`config.mk`:
```
export PLATFORM = sky130hd
export DESIGN_NAME = inst_fetch
export DESIGN_NICKNAME = d
export VERILOG_FILES = /design/src/rtl/inst_fetch.sv
export SDC_FILE = /design/constraint.sdc
export NUM_CORES = 1
export LEC_CHECK = 0
export BUFFER_PORTS_ARGS = -buffer_cell sky130_fd_sc_hd__buf_2
export CORE_MARGIN = 3
export CORE_UTILIZATION = 55
export DETAILED_ROUTE_END_ITERATION = 7
export HOLD_SLACK_MARGIN = 0.05
export PLACE_DENSITY = 0.76
export SYNTH_ARGS = -nofsm -noshare
export SYNTH_HDL_FRONTEND = slang
export SYNTH_SLANG_ARGS = --single-unit
```
`constraint.sdc`:
```
create_clock -name clk -period 6.35 [get_ports clk]
set_input_delay 0.3175 -clock clk [delete_from_list [all_inputs] [get_ports clk]]
set_output_delay 0.3175 -clock clk [all_outputs]
set_load 0.02 [all_outputs]
```
`src/rtl/inst_fetch.sv`:
```
// Instruction fetch stage: owns the PC, issues word fetches under a credit limit,
// buffers returned words with their PCs and hands them to decode over valid/ready.
module inst_fetch #(
  parameter logic [31:0] RESET_PC = 32'h0000_0000,
  parameter int unsigned DEPTH    = 4
) (
  input  logic        clk,
  input  logic        rst,
  output logic        imem_req,
  output logic [31:0] imem_addr,
  input  logic        imem_gnt,
  input  logic        imem_rvalid,
  input  logic [31:0] imem_rdata,
  input  logic        redirect_valid,
  input  logic [31:0] redirect_pc,
  output logic        inst_valid,
  output logic [31:0] inst_data,
  output logic [31:0] inst_pc,
  input  logic        inst_ready
);

  localparam int unsigned CW = $clog2(DEPTH) + 1;
  localparam int unsigned PW = $clog2(DEPTH);
  localparam logic [CW:0] DEPTH_C = (CW + 1)'(DEPTH);

  logic [31:0]   pc_q, pc_d;
  logic [31:0]   resp_pc_q, resp_pc_d;
  logic [CW-1:0] outstanding_q, outstanding_d;
  logic [CW-1:0] discard_q, discard_d;
  logic [CW-1:0] count_q, count_d;
  logic [PW-1:0] wr_ptr_q, wr_ptr_d;
  logic [PW-1:0] rd_ptr_q, rd_ptr_d;
  logic [31:0]   mem_pc_q   [DEPTH];
  logic [31:0]   mem_data_q [DEPTH];

  logic          grant;
  logic          resp_any;
  logic          resp_keep;
  logic          resp_drop;
  logic          push;
  logic          pop;
  logic [CW:0]   in_flight;
  logic [CW:0]   credit_used;

  assign credit_used = {1'b0, outstanding_q} + {1'b0, count_q};
  assign in_flight   = {1'b0, outstanding_q} + {1'b0, discard_q};

  assign imem_req   = credit_used < DEPTH_C;
  assign imem_addr  = pc_q;
  assign inst_valid = count_q != '0;
  assign inst_data  = mem_data_q[rd_ptr_q];
  assign inst_pc    = mem_pc_q[rd_ptr_q];

  // A response with nothing in flight is a protocol violation and is ignored entirely.
  assign grant     = imem_req && imem_gnt;
  assign resp_any  = imem_rvalid && (in_flight != '0);
  assign resp_drop = resp_any && (discard_q != '0);
  assign resp_keep = resp_any && (discard_q == '0);
  assign pop       = inst_valid && inst_ready;
  assign push      = resp_keep && !redirect_valid;

  always_comb begin
    pc_d          = pc_q;
    resp_pc_d     = resp_pc_q;
    outstanding_d = outstanding_q;
    discard_d     = discard_q;
    count_d       = count_q;
    wr_ptr_d      = wr_ptr_q;
    rd_ptr_d      = rd_ptr_q;
    if (redirect_valid) begin
      pc_d          = {redirect_pc[31:2], 2'b00};
      resp_pc_d     = {redirect_pc[31:2], 2'b00};
      outstanding_d = '0;
      count_d       = '0;
      wr_ptr_d      = '0;
      rd_ptr_d      = '0;
      // Everything still in flight, including a grant taken this cycle, becomes stale.
      discard_d     = discard_q + outstanding_q + CW'(grant) - CW'(resp_any);
    end else begin
      if (grant) begin
        pc_d = pc_q + 32'd4;
      end
      outstanding_d = outstanding_q + CW'(grant) - CW'(resp_keep);
      if (resp_drop) begin
        discard_d = discard_q - CW'(1);
      end
      if (resp_keep) begin
        resp_pc_d = resp_pc_q + 32'd4;
        wr_ptr_d  = wr_ptr_q + PW'(1);
      end
      if (pop) begin
        rd_ptr_d = rd_ptr_q + PW'(1);
      end
      count_d = count_q + CW'(resp_keep) - CW'(pop);
    end
  end

  always_ff @(posedge clk or negedge rst) begin
    if (!rst) begin
      pc_q          <= RESET_PC;
      resp_pc_q     <= RESET_PC;
      outstanding_q <= '0;
      discard_q     <= '0;
      count_q       <= '0;
      wr_ptr_q      <= '0;
      rd_ptr_q      <= '0;
    end else begin
      pc_q          <= pc_d;
      resp_pc_q     <= resp_pc_d;
      outstanding_q <= outstanding_d;
      discard_q     <= discard_d;
      count_q       <= count_d;
      wr_ptr_q      <= wr_ptr_d;
      rd_ptr_q      <= rd_ptr_d;
    end
  end

  always_ff @(posedge clk or negedge rst) begin
    if (!rst) begin
      for (int unsigned i = 0; i < DEPTH; i++) begin
        mem_pc_q[i]   <= '0;
        mem_data_q[i] <= '0;
      end
    end else if (push) begin
      mem_pc_q[wr_ptr_q]   <= resp_pc_q;
      mem_data_q[wr_ptr_q] <= imem_rdata;
    end
  end

endmodule

```
==> results.py <==
metrics = {
    "setup_path": {
        "cp_max_fo": 39,
        "regToRegStartpoint": "outstanding_q[0]",
        "critPathRequiredTime_ps": 6740,
        "reg2reg_slack_ps": 2440,
        "reg2reg_to": "mem_data_q[76]",
        "crit_path_end": "mem_data_q[76]",
        "end_kind": "flip-flop",
        "crit_path_start": "outstanding_q[0]",
        "worstPathArrival_ps": 4300,
        "critical_path_class": "flip-flop to flip-flop",
        "reg2reg_depth": 10,
        "start_kind": "flip-flop",
    },
    "power_and_ir_drop": {
        "p_sw_mw": 2.31,
        "power_density_nw_per_um2": 389,
        "irDropWorstVdd_mv": 0.205,
        "seqPwrFrac_pct": 39.0,
        "p_int_mw": 4.85,
        "clockPowerShare_pct": 28.1,
        "switching_share_pct": 32.2,
        "p_leak_nw": 8.44,
        "p_comb_share_pct": 33.0,
    },
    "layout": {
        "syn_to_final_growth_pct": 12.5,
        "fin_area_sq_um": 18400,
        "fillers": 2140,
        "layout-drive-gt1-share_pct": 45.7,
        "nets": 1314,
        "antenna_cells": 0,
    },
    "global_routing": {
        "grt_busiest_layer": "met2",
        "met1_usage_pct": 32.8,
        "grt_pass1_wl_um": 56900,
        "gr-usage-met2_pct": 35.4,
        "grtUsageMet3_pct": 4.43,
        "gr-total-overflow": 0,
        "grt_max_degree": 125,
        "grt_usage_pct": 22.6,
        "grt_pass1_vias": 10183,
        "antenna_found_initial": 1,
    },
    "timing": {
        "rsz0062_at_grt": "false",
        "timing.final.crit_share_pct": 61.5,
        "slew_headroom_pct": 26.3,
        "finalHoldViolCount": 0,
        "clock.fmax_ghz": 0.256,
        "final_max_slew_viol_count": 0,
        "clock-skew-final_ps": 17.8,
        "min_period_ps": 3910,
        "worst_pin_slew_ps": 1100,
        "setup_viol": 0,
        "tns_ps": 0,
    },
    "synthesis": {
        "syn_inst": 1084,
        "yosysTopAreaCell": "dfrtp_1",
        "yosys-top-cells-area": "dfrtp_1, mux2_4, mux4_2",
        "yosysWarnings": 0,
        "synth.avg_cell_area_sq_um": 15.1,
        "synth_seq_cells": 321,
        "synthDistinctLibCells": 59,
        "synthFlopType": "dfrtp_1",
        "syn_area_sq_um": 16300,
        "synth_edf_count": 0,
        "ys_seq_area_share_pct": 49.1,
        "yosys.cell_count.top_type": "dfrtp_1",
        "async_reset_ff_share_pct": 100,
        "yosys-top-cells-count": "dfrtp_1, mux2_4, mux4_2",
        "synth.top_cell.area_share_pct": 49.1,
    },
    "place": {
        "hpwlAfterDp_um": 22400,
        "numPortBuffers": 161,
        "placed_area_sq_um": 17300,
        "gp_congestion": 0.810,
    },
    "floorplanning": {
        "die_w_um": 178,
        "fp.dieH_um": 178,
        "io_pins": 168,
        "core-area_sq_um": 29000,
        "fp.dieArea_sq_um": 31800,
        "initial_core_util_pct": 56.3,
        "rows": 62,
    },
    "flow_run": {
        "maxCapViolations": 0,
    },
    "detailed_routing": {
        "viasPerCell": 5.91,
        "ant_nets": 0,
        "drt_iter0_markers": 609,
        "routedWlPerCell_um": 22.0,
        "wl_um": 35700,
        "vias": 9609,
        "drcViolationCount": 0,
        "dr.pass1.iters": 4,
    },
    "clock_tree": {
        "clk_pin_slew_ps": 60,
        "cts_buffers": 35,
        "cts_sinks": 321,
        "cts_resized": 0,
        "cts_tree": "built",
        "cts_htree_levels": 2,
        "clock_latency_ps": 510,
        "root_buffer": "clkbuf_16",
        "clock_path_buffers": 3,
    },
    "run_status": {
        "status": "completed",
    },
    "hold_path": {
        "hold_class": "input pin to flip-flop",
    },
}
==> worst max-delay path, cell delays in order, from the launching register on <==
cell and delay [ps]:
dfrtp_1 460, ha_1 210, inv_1 60, fa_1 390
nor2_1 190, a2111o_1 420, nand2_8 110, inv_4 140
and3_4 830, buf_4 600, mux2_4 350
==> worst min path at each step <==
stage | start | to | slack [ps] | cells after the start
detailed placement | rst | mem_data_q[90] | 450 | 1
floorplan | rst | count_q[0] | 20 | 0
global placement | rst | mem_data_q[122] | 440 | 1
finish | redirect_pc[13] | resp_pc_q[13] | 70 | 2
CTS | redirect_pc[18] | imem_addr[18] | 50 | 3
global route | redirect_pc[13] | resp_pc_q[13] | 60 | 2
==> through the flow <==
stage	std cells	utilization, %	hold slack [ps]	power, mW	setup WS [ps]
2_1_floorplan	1087	-	21.9	4.49	2620
3_3_place_gp	1565	59.5	443	5.11	2550
3_5_place_dp	1565	59.5	450	5.19	2490
4_1_cts	1626	63.4	54.6	7.23	2470
5_1_grt	1626	63.4	62.0	7.53	2170
6_report	1626	63.4	67.3	7.16	2440
==> cell type report <==
type / count / area [sq um] / share of cell area [%]
Clock inverter: 9 / 97.6 / 0.530
Inverter: 22 / 85.1 / 0.462
Sequential cell: 321 / 8040 / 43.7
Clock buffer: 50 / 1020 / 5.57
Multi-Input combinational cell: 665 / 7730 / 42.0
Timing Repair Buffer: 175 / 938 / 5.10
Tap cell: 384 / 480 / 2.61
==> state kept, by name, indices dropped and copies added, names as in the netlist <==
signal and flops:
imem_addr 30, wr_ptr_q 2, count_q 3, mem_pc_q 120
resp_pc_q 30, mem_data_q 128, rd_ptr_q 2, discard_q 3
outstanding_q 3
==> placed cells by master (no fill, tap or decap), drive strengths merged, types with 5 or more instances in the layout <==
| cell | instances |
|---|---|
| dfrtp | 321 |
| mux2 | 276 |
| buf | 173 |
| mux4 | 62 |
| clkbuf | 50 |
| nand3 | 31 |
| nor2 | 29 |
| xnor2 | 29 |
| nand2 | 27 |
| xor2 | 24 |
| nand4 | 22 |
| inv | 22 |
| ha | 19 |
| nor4 | 15 |
| o31a | 14 |
| and3 | 14 |
| nor3 | 12 |
| nand2b | 11 |
| a21boi | 11 |
| a21oi | 10 |
| and4 | 7 |
| clkinv | 6 |
| nor2b | 5 |
| or3 | 5 |
| fa | 5 |
==> kinds of logic after synthesis <==
group | count (synthesis) | share of synthesized area (%)
mux | 339 | 33.1
flops | 321 | 49.1
simple gates | 191 | 6.54
buf+inv | 101 | 3.78
compound gates | 54 | 2.48
xor+xnor | 53 | 2.84
fa+ha+maj | 24 | 2.07
other cells | 1 | 0.0229
==> power groups by stage <==
stage	combinational, mW	clock (mW)	sequential (mW)
5_1_grt	2.55	2.13	2.85
6_report	2.36	2.01	2.79
3_5_place_dp	2.39	0	2.81
3_3_place_gp	2.32	0	2.79
2_1_floorplan	1.83	0	2.66
4_1_cts	2.39	2.05	2.79
==> routing by layer <==
metal | routed length (um) | up-vias
met5 | 13 | -
met4 | 598 | 2
met3 | 2050 | 60
met2 | 16600 | 290
met1 | 16400 | 5036
li1 | - | 4221
==> timing repair <==
item	4_1_cts	5_1_grt
endpoints found under the hold margin	123	0
setup buffers	0	0
hold buffers	2	0
Power figures use the tool's default switching activity.
